--- config.mk ---
export PLATFORM = sky130hd
export DESIGN_NAME = mult_div_flat
export DESIGN_NICKNAME = d
export VERILOG_FILES = /design/src/rtl/mult_div_pkg.sv /design/src/rtl/mult_div_if.sv /design/src/rtl/mult_div_step.sv /design/src/rtl/mult_div.sv /design/src/flat_wrapper.sv
export SDC_FILE = /design/constraint.sdc
export NUM_CORES = 1
export LEC_CHECK = 0
export CAP_MARGIN = 20
export CORE_MARGIN = 5
export CORE_UTILIZATION = 24
export DETAILED_ROUTE_END_ITERATION = 10
export GPL_ROUTABILITY_DRIVEN = 0
export PLACE_DENSITY = 0.42
export SLEW_MARGIN = 30
export SYNTH_ARGS = -nofsm -noshare
export SYNTH_HDL_FRONTEND = slang
export SYNTH_SLANG_ARGS = --single-unit
--- constraint.sdc ---
create_clock -name clk -period 10.25 [get_ports clk]
set_input_delay 3.075 -clock clk [delete_from_list [all_inputs] [get_ports clk]]
set_output_delay 3.075 -clock clk [all_outputs]
set_load 0.01 [all_outputs]
--- src/rtl/mult_div_pkg.sv ---
// Shared types and constants for the signed multiply/divide unit.
// Build option: MULT_DIV_DIVZERO_TRAP_EN (used by mult_div.sv).
package mult_div_pkg;

  localparam int ITERATIONS = 32;
  localparam int CNT_W      = 6;
  localparam logic [CNT_W-1:0] ITER_CNT = CNT_W'(ITERATIONS);

  typedef enum logic [1:0] {
    IDLE = 2'd0,
    MULT = 2'd1,
    DIV  = 2'd2,
    DONE = 2'd3
  } state_t;

  function automatic logic [31:0] abs32(input logic [31:0] v);
    return v[31] ? (~v + 32'd1) : v;
  endfunction

endpackage

--- src/rtl/mult_div_if.sv ---
// Request/result bundle between the control FSM (master) and mult_div (slave).
interface mult_div_if;

  // mult_start/div_start are single-cycle requests that take effect only while
  // busy is low and done is low (unit idle); a, b are captured on that same
  // edge. done pulses for one cycle when hi/lo carry a fresh result.
  logic        mult_start;
  logic        div_start;
  logic [31:0] a;
  logic [31:0] b;
  logic [31:0] hi;
  logic [31:0] lo;
  logic        busy;
  logic        done;
  logic        divzero;

  modport master (
    output mult_start, div_start, a, b,
    input  hi, lo, busy, done, divzero
  );

  modport slave (
    input  mult_start, div_start, a, b,
    output hi, lo, busy, done, divzero
  );

endinterface

--- src/rtl/mult_div_step.sv ---
// One restoring-division step on unsigned magnitudes: shift in the next
// dividend bit, trial-subtract the divisor, keep or restore the remainder.
module div_step (
  input  logic [31:0] rem_in,
  input  logic [31:0] quo_in,
  input  logic [31:0] divisor,
  output logic [31:0] rem_out,
  output logic [31:0] quo_out
);

  logic [32:0] shifted;
  logic        fits;

  always_comb begin
    shifted = {rem_in, quo_in[31]};
    fits    = (shifted >= {1'b0, divisor});
    rem_out = shifted[31:0];
    quo_out = {quo_in[30:0], 1'b0};
    if (fits) begin
      // The difference is below the divisor, so it always fits in 32 bits.
      rem_out = shifted[31:0] - divisor;
      quo_out = {quo_in[30:0], 1'b1};
    end
  end

endmodule

--- src/rtl/mult_div.sv ---
// Iterative signed 32x32 multiply (radix-2 Booth) and 32/32 divide (restoring).
// Build option: MULT_DIV_DIVZERO_TRAP_EN traps division by zero with divzero.
module mult_div
  import mult_div_pkg::*;
(
  input  logic      clk,
  input  logic      reset,
  mult_div_if.slave bus,
  output state_t    state_dbg
);

  state_t           state;
  state_t           state_nxt;
  logic [CNT_W-1:0] cnt;
  logic [32:0]      acc;       // Booth partial product, or division remainder
  logic [31:0]      qreg;      // multiplier being shifted out, or quotient
  logic [31:0]      opb;       // multiplicand, or divisor magnitude
  logic             q_m1;
  logic             neg_q;
  logic             neg_r;
  logic [31:0]      hi_q;
  logic [31:0]      lo_q;
  logic             iter_end;
  logic             dz_trap;
  logic [32:0]      m_ext;
  logic [32:0]      booth_sum;
  logic [31:0]      rem_nxt;
  logic [31:0]      quo_nxt;

  assign iter_end = (cnt == ITER_CNT);

`ifdef MULT_DIV_DIVZERO_TRAP_EN
  logic divzero_q;
  assign dz_trap = (opb == '0);

  always_ff @(posedge clk) begin
    if (reset) divzero_q <= 1'b0;
    else       divzero_q <= (state == DIV) && dz_trap;
  end

  assign bus.divzero = divzero_q;
`else
  assign dz_trap     = 1'b0;
  assign bus.divzero = 1'b0;
`endif

  always_comb begin
    state_nxt = state;
    case (state)
      IDLE: begin
        if (bus.mult_start)     state_nxt = MULT;
        else if (bus.div_start) state_nxt = DIV;
      end
      MULT:    if (iter_end) state_nxt = DONE;
      DIV: begin
        if (dz_trap)       state_nxt = IDLE;
        else if (iter_end) state_nxt = DONE;
      end
      DONE:    state_nxt = IDLE;
      default: state_nxt = IDLE;
    endcase
  end

  // One extra accumulator bit keeps -2^31 * -2^31 from overflowing mid-run.
  always_comb begin
    m_ext = {opb[31], opb};
    case ({qreg[0], q_m1})
      2'b01:   booth_sum = acc + m_ext;
      2'b10:   booth_sum = acc - m_ext;
      default: booth_sum = acc;
    endcase
  end

  div_step u_div_step (
    .rem_in  (acc[31:0]),
    .quo_in  (qreg),
    .divisor (opb),
    .rem_out (rem_nxt),
    .quo_out (quo_nxt)
  );

  always_ff @(posedge clk) begin
    if (reset) begin
      state <= IDLE;
      cnt   <= '0;
      acc   <= '0;
      qreg  <= '0;
      opb   <= '0;
      q_m1  <= 1'b0;
      neg_q <= 1'b0;
      neg_r <= 1'b0;
      hi_q  <= '0;
      lo_q  <= '0;
    end else begin
      state <= state_nxt;
      case (state)
        IDLE: begin
          cnt  <= '0;
          acc  <= '0;
          q_m1 <= 1'b0;
          if (state_nxt == MULT) begin
            opb  <= bus.a;
            qreg <= bus.b;
          end else if (state_nxt == DIV) begin
            opb   <= abs32(bus.b);
            qreg  <= abs32(bus.a);
            neg_q <= bus.a[31] ^ bus.b[31];
            neg_r <= bus.a[31];
          end
        end
        MULT: begin
          if (!iter_end) begin
            acc  <= {booth_sum[32], booth_sum[32:1]};
            qreg <= {booth_sum[0], qreg[31:1]};
            q_m1 <= qreg[0];
            cnt  <= cnt + 6'd1;
          end else begin
            hi_q <= acc[31:0];
            lo_q <= qreg;
          end
        end
        DIV: begin
          if (!dz_trap) begin
            if (!iter_end) begin
              acc  <= {1'b0, rem_nxt};
              qreg <= quo_nxt;
              cnt  <= cnt + 6'd1;
            end else begin
              // Quotient truncates toward zero; remainder follows the dividend.
              hi_q <= neg_r ? (~acc[31:0] + 32'd1) : acc[31:0];
              lo_q <= neg_q ? (~qreg + 32'd1) : qreg;
            end
          end
        end
        default: ;
      endcase
    end
  end

  assign bus.hi    = hi_q;
  assign bus.lo    = lo_q;
  assign bus.busy  = (state == MULT) || (state == DIV);
  assign bus.done  = (state == DONE);
  assign state_dbg = state;

endmodule

--- src/flat_wrapper.sv ---
// flat-port wrapper written by rule: the top's interface ports become plain ports
module mult_div_flat import mult_div_pkg::*;
  (clk, reset, state_dbg, bus_mult_start, bus_div_start, bus_a, bus_b, bus_hi, bus_lo, bus_busy, bus_done, bus_divzero);
  mult_div_if bus_i ();
  input  logic clk;
  input  logic reset;
  output state_t state_dbg;
  input wire logic [$bits(bus_i.mult_start)-1:0] bus_mult_start;
  input wire logic [$bits(bus_i.div_start)-1:0] bus_div_start;
  input wire logic [$bits(bus_i.a)-1:0] bus_a;
  input wire logic [$bits(bus_i.b)-1:0] bus_b;
  output wire logic [$bits(bus_i.hi)-1:0] bus_hi;
  output wire logic [$bits(bus_i.lo)-1:0] bus_lo;
  output wire logic [$bits(bus_i.busy)-1:0] bus_busy;
  output wire logic [$bits(bus_i.done)-1:0] bus_done;
  output wire logic [$bits(bus_i.divzero)-1:0] bus_divzero;
  assign bus_i.mult_start = bus_mult_start;
  assign bus_i.div_start = bus_div_start;
  assign bus_i.a = bus_a;
  assign bus_i.b = bus_b;
  assign bus_hi = bus_i.hi;
  assign bus_lo = bus_i.lo;
  assign bus_busy = bus_i.busy;
  assign bus_done = bus_i.done;
  assign bus_divzero = bus_i.divzero;
  mult_div u_core (.clk(clk), .reset(reset), .bus(bus_i), .state_dbg(state_dbg));
endmodule
## Yosys cells after proc, flatten, opt, wreduce, memory -nomap -nowiden

Cells that the tools add are included.

| storage, ports and cells | value |
|---|---|
| input port bits | 68 |
| flip-flop bits (word level) | 172 |
| word-level logic and storage cells | 85 |
| output and inout port bits | 69 |

| operators by class | value |
|---|---|
| reductions and logical operators | 15 |
| magnitude comparators | 1 |
| add/subtract/negate cells | 8 |
| mux-type cells | 31 |
| eq/ne operators | 14 |
| bitwise logic cells | 6 |

Operators with widths:

| kind | number |
|---|---|
| 32-bit 2-to-1 mux | 15 |
| 32-bit by 1-bit adder with 32-bit output, second input constant | 4 |
| 32-bit inverter | 4 |
| 32-bit case mux with 2 select lines | 2 |
| 33-bit case mux with 3 select lines | 1 |
| 32-bit case mux with 3 select lines | 1 |
| 33-bit 2-to-1 mux | 2 |
| 33-bit case mux with 2 select lines | 1 |
| 33-bit adder | 1 |
| 33-bit by 32-bit greater-or-equal comparator with 1-bit output | 1 |
| 33-bit subtractor | 1 |
| 32-bit subtractor | 1 |
| 6-bit case mux with 2 select lines | 1 |
| 3-bit AND reduction | 3 |
| 2-bit equality test, second input constant | 4 |
| 2-bit nonzero test | 4 |
| 6-bit by 1-bit adder with 6-bit output, second input constant | 1 |
| 2-bit by 1-bit equality test with 1-bit output, second input constant | 3 |
| 6-bit equality test, second input constant | 1 |
| 2-bit 2-to-1 mux | 3 |
| 6-bit 2-to-1 mux | 1 |
| 2-bit != test, second input constant | 3 |
| 2-bit case mux with 3 select lines | 1 |
| 2-bit AND reduction | 3 |
| other kinds (11) | 13 |

## Depth between registers and ports, before layout

Gate-level depths: netlist of the first run.

| depth | value |
|---|---|
| depth after elaboration | 7 |
| gate-level depth with buffers | 18 |
| mapped depth without buffers | 17 |

## By module

A second synthesis of the first run with hierarchy kept.

| second synthesis, totals | value |
|---|---|
| cell total of the unflattened synthesis | 2065 |
| area total of the unflattened synthesis | 15222.1 sq um |

By module, submodules not included:

| module | cells each | area an instance (sq um) | sequential area each (sq um) | instances |
|---|---|---|---|---|
| mult_div | 1710 | 12650.9 | 3443.3 | 1 |
| div_step | 355 | 2571.2 | 0.0 | 1 |

## Worst setup path after synthesis of the first run

No wires, ideal clock.

| timing path | value |
|---|---|
| path kind | input to register |
| start point | input bus_b[6] |
| end point | register u_core.opb[27] |
| path slack | 4.664 ns |
| path buffers | 0 |
| library setup time | 0.132 ns |
| required time | 10.118 ns |
| arrival | 5.454 ns |
| stages | 9 |
| path through | or4_4 > or4_4 > or4_4 > or3_4 > o41ai_4 > xor2_1 > o21ai_1 > nand2_1 > a21oi_1 |

| on the way | value |
|---|---|
| cells in the longest elaborated chain, start to end | 5 |

RTL lines:

| element | RTL line | text |
|---|---|---|
| start, declared | flat_wrapper.sv:11 | `input wire logic [$bits(bus_i.b)-1:0] bus_b;` |
| 32-bit inverter | mult_div_pkg.sv:17 | `return v[31] ? (~v + 32'd1) : v;` |
| 32-bit by 1-bit adder with 32-bit output | mult_div_pkg.sv:17 |  |
| 32-bit 2-to-1 mux | mult_div_pkg.sv:17 |  |
| 32-bit 2-to-1 mux | mult_div.sv:104 | `end else if (state_nxt == DIV) begin` |
| 32-bit 2-to-1 mux | mult_div.sv:101 | `if (state_nxt == MULT) begin` |
| end signal, assigned | mult_div.sv:102 | `opb <= bus.a;` |
| end signal, assigned | mult_div.sv:105 | `opb <= abs32(bus.b);` |
| end, declared | mult_div.sv:17 | `logic [31:0] opb;` |

No other way between the ends. The select of a mux whose other input is x is not followed.
A chain may end at the register's enable or synchronous reset.

## Worst setup path after layout of the first run

| timing path | value |
|---|---|
| start point | input bus_b[5] |
| end point | register u_core.opb[26] |

The elaborated chain is that of the path after synthesis.

==> run metrics, run 1 <==
Final Util roughly 29%; area fraction of the dominant cell type after synthesis 23.1%; Psw about 2200 uW; core area 61600 sq um; MaxCap Viol Count 0; Sequential Power Share 22.8%; Post-synth ARST share 0%; CTS tree yes; delay of the slowest critical-path stage 0.60 ns; Power Internal 2210 uW; drt pass-1 iters 5; I/O Buffers 135; Yosys cell types between 70 and 80; Clk Latency, worst-skew pair 0.50 ns; RSZ-0062 raised after global routing no; first-pass GRT wire length 89.7 mm; WL final 58.6 mm; Hold Path Class register to register; die width 259 microns; Layout area overhead 18.0%; most frequent cell after synthesis nand2_1; synthesized cell area 14900 sq um; CP Cell Sequence clkdlybuf4s50_1 > or4_4 > or4_4 > or4_1 > o21ai_0 > nand2_1 > xnor2_1 > nor2_1 > a211oi_1 > a211oi_1; NumNets Final 2237; Critical Path RT 10.58 ns; Setup CP Type primary input to register; drt drc 0; hold_ws 0.458 ns; CP Launch Type primary input; largest net degree at the start of global routing 99; Critical Path Sink Type register; placed insts 2907; io pins 137; Post-Syn Area per Cell 7.23 sq um; H-tree Lvls 4; Post-synth top flop dfxtp_1; Synth area leader dfxtp_1; via count approximately 15000; routed len/inst 19.9 microns; hpwl dp 44.1 mm; Final Cell Area 17600 sq um; maximum fanout along the worst path 6; Slew @ Worst Pin 0.952 ns; row count 91; Final Non-Filler Cells roughly 3000; clk sinks ~170; Synthesized Nets 2207; buffers from clock root to sink, at most 2; Overflow after GRT 0; Slowest-stage cell, CP or4_4; register clock-pin slew on the reported worst setup and hold paths ~0.080 ns; cts repair resizes 0; vias in the first global route 14700; Setup Fix Bufs, Post-CTS 0; EDFF count, synth 0; PD cells 249 nW/um^2; CP arrival 6.17 ns; Seq cells post-synth 172; fmax between 0.15 and 0.2 GHz; die height 259 microns; Initial Utilization 24.2%; setup_tns 0 ns; Max-slew headroom a little over a third; Leak 0.00646 uW; vias per cell 5.20; Clock Power Share about 16%; status complete, no violations; final setup vio count 0; ANT nets after route 0; Max Slew Vio Count 0; synthesized instance count 2059; sequential-to-total area share from yosys stat 23.1%; die area 67100 sq um; Inserted Diodes 0; Post-DP Area 17000 sq um; fraction of layout cells with a size suffix above 1 4.61%; DR iter-0 viols approximately 1200; combinational share of power 61.7%; initial antenna violation count 1; Setup Skew 0.0193 ns; Total GRT Usage 17.0%; Final Hold Vio Count 0; total CTS buffers 17; cts hold-fix bufs 0; commonest cells in the netlist nand2_1 (248), nor2_1 (196), a21oi_1 (189); yosys warns 0; Max VDD drop 174 uV; sw frac 49.5%; Root Buffer clkbuf_16; post-layout min period 5.84 ns; Final Cycle Share 57.0%; Synth area leaders dfxtp_1 (23%), ha_1 (6.6%), xnor2_1 (6.4%), a21oi_1 (6.4%), nand2_1 (6.3%)
metrics by stage:
step	worst slack [ns]	power, uW
6_report	4.41	4380
4_1_cts	4.44	4410
2_1_floorplan	4.66	2850
3_3_place_gp	3.72	3690
3_5_place_dp	3.91	3700
5_1_grt	4.15	4740
power by group through the flow:
stage                     Sequential (uW)  Combinational [uW]  Clock, uW
after global placement               1010                2680          0
after CTS                             999                2700        708
after detailed placement             1010                2680          0
final                                 997                2700        681
after floorplan                       943                1910          0
after global routing                 1020                2990        733
registers in the layout, summed over array words and instances (netlist names):
name              flops
u_core.acc           33
u_core.cnt            6
u_core.bus.lo        32
u_core.state_dbg      2
u_core.qreg          32
u_core.neg_r          1
u_core.q_m1           1
u_core.opb           32
u_core.bus.hi        32
u_core.neg_q          1
worst max-delay path: cells and delay by family:
family          cells  cell delay, ns
xor+xnor            1            0.15
compound gates      3            0.72
simple gates        5            1.71
buf+inv             1            0.51
kinds of logic after synthesis:
family | count (synthesis) | synth area share [%]
other | 1 | 0.0252
buffers and inverters | 223 | 5.69
xor gates and xnor gates | 194 | 11.4
muxes | 38 | 2.66
AOI/OAI and AO/OA | 666 | 29.2
and+or+nand+nor | 685 | 21.1
DFF | 172 | 23.1
adders and majority gates | 80 | 6.82
final cells by class:
| class | instances | area (sq um) |
|---|---|---|
| Inverter | 75 | 282 |
| Multi-Input combinational cell | 1664 | 10700 |
| Clock buffer | 18 | 439 |
| Sequential cell | 172 | 3440 |
| Tap cell | 837 | 1050 |
| Clock inverter | 14 | 151 |
| Fill cell | 6726 | 44000 |
| Timing Repair Buffer | 159 | 1530 |
cells in the final DEF (no fill, tap or decap), types with 16 or more instances in the layout:
cell type / n
nand2b_1: 17
nand3_1: 31
ha_1: 77
clkbuf_16: 17
nand2_1: 247
o41ai_1: 16
o21ai_0: 121
nor3_1: 52
and3_1: 17
buf_4: 24
o31ai_1: 29
a21o_1: 29
xor2_1: 85
a221oi_1: 25
nor4_1: 25
dfxtp_1: 172
a211oi_1: 82
inv_1: 74
a21oi_1: 189
a31oi_1: 31
clkdlybuf4s50_1: 134
xnor2_1: 109
o211ai_1: 20
mux2i_1: 25
nor2_1: 194
worst paths after layout:
kind                                                startpoint                             end  slack [ns]  cells after the start
worst max-delay path                                  bus_b[5]     u_core.opb[26]$_SDFFE_PP0P_        4.41                     10
worst min-delay path            u_core.bus.lo[20]$_SDFFE_PP0P_  u_core.bus.lo[20]$_SDFFE_PP0P_        0.46                      2
worst max register to register      u_core.opb[5]$_SDFFE_PP0P_     u_core.acc[29]$_SDFFE_PP0P_        4.93                     16
worst min register to register  u_core.bus.lo[20]$_SDFFE_PP0P_  u_core.bus.lo[20]$_SDFFE_PP0P_        0.46                      2
layer usage:
metal	routed length [microns]	track usage, %	up-vias
met2	26500	27.2	407
met4	1130	4.80	2
met5	13	0	-
li1	-	-	7511
met1	28100	23.7	7307
met3	2820	2.71	63
Note: power is estimated with default switching activity, not from simulation.
==> inputs of run 2 (changes only) <==
==> constraint.sdc (replaced) <==
create_clock -name clk -period 5.5 [get_ports clk]
set_input_delay 1.65 -clock clk [delete_from_list [all_inputs] [get_ports clk]]
set_output_delay 1.65 -clock clk [all_outputs]
set_load 0.01 [all_outputs]
==> run metrics, run 2 (synthesis gave the netlist of run 1 again) <==
status complete, no violations; Worst Hold Depth 2; Inserted Diodes 0; cts hold-fix bufs 0; MaxCap Viol Count 0; commonest non-fill, non-tap cell in the layout nand2_1; crit-path most repeated cell a211oi_1; clk sinks 172; core area 61600 sq um; die height 259 microns; H-tree Lvls 4; Root Buffer clkbuf_16; I/O Buffers 135; WL final 58.1 mm; Setup Skew about 0.017 ns; Top reg by flops u_core.acc; area of the multi-input gates about 11000 sq um; flip-flop and latch area 3440 sq um; Clk Latency, worst-skew pair 0.49 ns; fillers about 6800; Final Hold Vio Count 0; row count 91; PD cells 465 nW/um^2; Sequential Power Share 22.4%; Setup Fix Bufs, Post-CTS 0; Slowest-stage cell, CP ha_1; fraction of layout cells with a size suffix above 1 approximately 5.6%; final setup vio count 0; register clock-pin slew on the reported worst setup and hold paths approximately 0.08 ns; CP Launch Type register; cts repair resizes 0; Worst R2R Start u_core.opb[5]$_SDFFE_PP0P_; Final Cycle Share 81.6%; min-delay src u_core.bus.lo[29]$_SDFFE_PP0P_; cell count of the worst reg-to-reg path 18; DR iter-0 viols ~1100; initial antenna violation count 0; NumNets Final 2258; Final Non-Filler Cells between 2000 and 3000; drt drc 0; combinational share of power 62.6%; buffers from clock root to sink, at most 2; Power Internal roughly 4200 uW; Overflow after GRT 0; vias in the first global route roughly 15000; reg-to-reg slack, setup 1.01 ns; CP Cell Sequence nor4_1 > buf_4 > and3_1 > and2_1 > and3_1 > a21oi_1 > xnor2_1 > ha_1 > a21oi_1 > o211ai_1 > a211oi_1 > buf_4 > a211oi_1 > o211a_1 > o21ai_0 > mux2_2 > a211oi_1 > o21ai_0; Initial Utilization 24.2%; total CTS buffers 17; Layout area overhead 19.0%; Slew @ Worst Pin 1.04 ns; largest net degree at the start of global routing 62; placed insts 2928; ANT nets after route 0; Critical Path Sink Type register; post-layout min period between 4 and 5 ns; most frequent cells in the layout nand2_1 (248), nor2_1 (191), a21oi_1 (189); vias per cell 5.18; Max Slew Vio Count 0; routed len/inst 19.6 microns; Leak 0.00656 uW; io pins about 140; CP arrival 4.85 ns; Critical Path RT 5.86 ns; Max VDD drop 293 uV; Max-slew headroom slightly above 30%; via count between 15000 and 20000; max reg flops 33; sw frac 49.2%; first-pass GRT wire length 89.0 mm; hpwl dp between 40 and 50 mm; Setup CP Type register to register; die area between 60000 and 70000 sq um; Psw 4050 uW; RSZ-0062 raised after global routing no; setup_tns 0 ns; delay of the slowest critical-path stage 0.36 ns; Hold Path Class register to register; die width 259 microns; hold_ws 0.452 ns; RR Endpoint u_core.acc[29]$_SDFFE_PP0P_; CTS tree yes; maximum fanout along the worst path 6; Clock Power Share 15.0%; Worst setup startpoint u_core.opb[5]$_SDFFE_PP0P_; drt pass-1 iters 5; Total GRT Usage 16.9%; Hold EP u_core.bus.lo[29]$_SDFFE_PP0P_; fmax about 0.22 GHz
run 2: layout make-up:
class	instances	share of cell area, %
clock inverter	14	0.784
inverter	75	1.59
clock buffer	18	2.42
multi-input combinational	1664	60.3
sequential	172	19.4
timing repair buffer	180	9.59
tap	837	5.91
run 2: critical path: cells and delay by family, from the launching register on:
family	cells	cell delay, ns
compound gates	9	1.62
flops	1	0.34
mux	1	0.36
buf+inv	2	0.36
fa+ha+maj	1	0.36
simple gates	4	1.02
xor+xnor	1	0.29
run 2: worst max path at each step:
| stage | slack (ns) | end |
|---|---|---|
| finish | 1.01 | u_core.acc[29]$_SDFFE_PP0P_ |
| global route | 0.66 | u_core.acc[30]$_SDFFE_PP0P_ |
| CTS | 1.01 | u_core.acc[29]$_SDFFE_PP0P_ |
| detailed placement | 0.59 | u_core.opb[26]$_SDFFE_PP0P_ |
| global placement | 0.62 | u_core.opb[27]$_SDFFE_PP0P_ |
| floorplan | 1.34 | u_core.opb[27]$_SDFFE_PP0P_ |
run 2: layer usage:
metal	vias to the layer above	wire length [microns]	track usage [%]
met1	7266	27300	23.0
met4	0	1320	4.81
met5	-	0	0
li1	7563	-	-
met2	425	26300	27.3
met3	65	3160	3.45
run 2: power by group through the flow:
| stage | clock, uW | combinational [uW] | sequential [uW] |
|---|---|---|---|
| detailed placement | 0 | 5130 | 1880 |
| global placement | 0 | 5100 | 1870 |
| CTS | 1300 | 5150 | 1850 |
| floorplan | 0 | 3560 | 1760 |
| global route | 1340 | 5680 | 1890 |
| finish | 1240 | 5150 | 1840 |
run 2: stage by stage:
stage          setup WS, ns  total power [uW]  utilization (%)  area, sq um
2_1_floorplan          1.34              5320                -        14900
3_3_place_gp          0.624              6970             27.8        17100
3_5_place_dp          0.594              7000             27.8        17100
4_1_cts                1.01              8290             28.8        17700
5_1_grt               0.662              8910             28.8        17700
6_report               1.01              8230             28.8        17700
==> inputs of run 3 (changes only) <==
==> constraint.sdc (replaced) <==
create_clock -name clk -period 4.13 [get_ports clk]
set_input_delay 1.239 -clock clk [delete_from_list [all_inputs] [get_ports clk]]
set_output_delay 1.239 -clock clk [all_outputs]
set_load 0.01 [all_outputs]
==> run metrics, run 3 (synthesis gave the netlist of run 1 again) <==
status complete, no violations; Setup CP Type register to register; MaxCap Viol Count 0; Max VDD drop approximately 390 uV; Hold Path Class register to register; total CTS buffers 17; Psw 5840 uW; final setup vio count 0; CP Launch Type register; fraction of layout cells with a size suffix above 1 14.6%; post-layout min period between 3 and 4 ns; I/O Buffers about 140; Worst R2R Start u_core.opb[1]$_SDFFE_PP0P_; Global Route met2 Usage 27.7%; most frequent cells in the layout nand2_1 (248), buf_4 (219), nor2_1 (193); via count about 16000; Buf/Inv on CP 4; Max-slew headroom 47.8%; drt drc 0; fmax between 0.2 and 0.3 GHz; core area between 60000 and 70000 sq um; Critical Path Sink Type register; Initial Utilization 24.2%; sw frac 47.2%; Power Internal between 6000 and 7000 uW; Slew @ Worst Pin 0.778 ns; CP arrival 4.30 ns; vias per cell 5.07; CP Cell Sequence inv_2 > ha_4 > nor4b_4 > buf_4 > buf_6 > a31oi_1 > xnor2_1 > ha_1 > o21ai_2 > o211ai_1 > a211oi_2 > buf_4 > a211oi_2 > o211a_1 > o21ai_0 > mux2_2 > a211oi_1 > o21ai_0; Inserted Diodes 0; die area around 67000 sq um; maximum fanout along the worst path 5; row count 91; Total GRT Usage between 10% and 20%; clk sinks roughly 170; RSZ-0062 raised after global routing no; Layout area overhead 30.6%; die height 259 microns; buffers from clock root to sink, at most 2; RR Endpoint u_core.acc[29]$_SDFFE_PP0P_; fillers 6678; register clock-pin slew on the reported worst setup and hold paths around 0.08 ns; Top reg by flops u_core.acc; routed len/inst ~19 microns; busiest grt layer met2; min-delay src u_core.bus.lo[27]$_SDFFE_PP0P_; drt pass-1 iters 5; Worst setup startpoint u_core.opb[1]$_SDFFE_PP0P_; Leak 0.00758 uW; PD cells 637 nW/um^2; hpwl dp 46.6 mm; Root Buffer clkbuf_16; WL final 59.8 mm; Max Slew Vio Count 0; Final Util between 30% and 40%; max reg flops 33; vias in the first global route 15600; initial antenna violation count 0; Sequential Power Share 19.3%; Clk Latency, worst-skew pair 0.50 ns; Crit path depth 18; family with the most delay on the worst path compound AO/OA/AOI/OAI gates; CP endpoint u_core.acc[29]$_SDFFE_PP0P_; NumNets Final 2439; largest net degree at the start of global routing ~120; DR iter-0 viols 1192; Clock Power Share around 14%; met3 Usage GRT roughly 3.3%; die width 259 microns; reg-to-reg slack, setup 0.20 ns; combinational share of power 66.3%; cell count of the worst reg-to-reg path 18; CTS tree yes; first-pass GRT wire length 91.6 mm; Setup Skew 0.0162 ns; Overflow after GRT 0; met1 Track Usage GR 24.0%; ANT nets after route 0; io pins around 140; setup_tns 0 ns; hold_ws between 0.4 and 0.5 ns; commonest non-fill, non-tap cell in the layout nand2_1; Slowest-stage cell, CP mux2_2; Final Hold Vio Count 0; H-tree Lvls 4; delay of the slowest critical-path stage ~0.37 ns; Final Cycle Share a little over nine tenths; Critical Path RT between 4 and 5 ns
run 3: changes by cell type in the layout (fill, tap and decap cells not counted), sizes merged:
cell / before / now
buf: 46 / 227
clkinv: 5 / 10
inv: 84 / 80
clkbuf: 18 / 17
run 3: per-layer routing:
layer | up-vias | routed length, microns | share of wire, %
met3 | 74 | 3050 | 5.1
li1 | 7926 | - | -
met2 | 419 | 26700 | 45
met5 | - | 0 | 0
met1 | 7497 | 28400 | 47
met4 | 0 | 1720 | 2.9
run 3: worst min-delay path by stage:
stage,endpoint,cells past startpoint
after CTS,u_core.bus.lo[27]$_SDFFE_PP0P_,2
after global routing,u_core.bus.lo[27]$_SDFFE_PP0P_,2
after detailed placement,u_core.bus.lo[27]$_SDFFE_PP0P_,2
after global placement,u_core.bus.lo[27]$_SDFFE_PP0P_,2
after floorplan,u_core.q_m1$_SDFFE_PP0P_,2
final,u_core.bus.lo[27]$_SDFFE_PP0P_,2
run 3: layout make-up:
class	count	area, sq um	area share [%]
Clock buffer	17	425	2.19
Inverter	75	282	1.45
Timing Repair Buffer	361	3120	16.0
Multi-Input combinational cell	1664	10900	56.1
Tap cell	837	1050	5.38
Clock inverter	15	226	1.16
Sequential cell	172	3450	17.7
run 3: tightest hold or removal path, cell delays in order (launching register included):
cell and delay, ns:
dfxtp_1 0.32, nand2_1 0.05, a21oi_1 0.05
run 3: through the flow:
step | cells | instance area (sq um) | total power, uW | setup WS (ns)
2_1_floorplan | 2059 | 14900 | 7080 | 0.304
3_3_place_gp | 3106 | 18500 | 10300 | -0.228
3_5_place_dp | 3106 | 18500 | 10300 | -0.245
4_1_cts | 3138 | 19200 | 12200 | 0.0134
5_1_grt | 3141 | 19400 | 13400 | 0.00323
6_report | 3141 | 19400 | 12400 | 0.198
run 3: power groups by stage:
stage	clock network (uW)	logic [uW]	registers (uW)
after CTS	1870	7930	2390
after global routing	1920	9010	2450
after detailed placement	0	7880	2420
after global placement	0	7860	2410
final	1790	8210	2390
after floorplan	0	4740	2340
run 3: what timing repair did:
| action | in CTS | in global routing |
|---|---|---|
| buffers inserted | 0 | 3 |
| hold buffers | 0 | 0 |
| resized for setup | 4 | 49 |
| pin swaps | 1 | 25 |
| setup endpoints to repair | 6 | 11 |
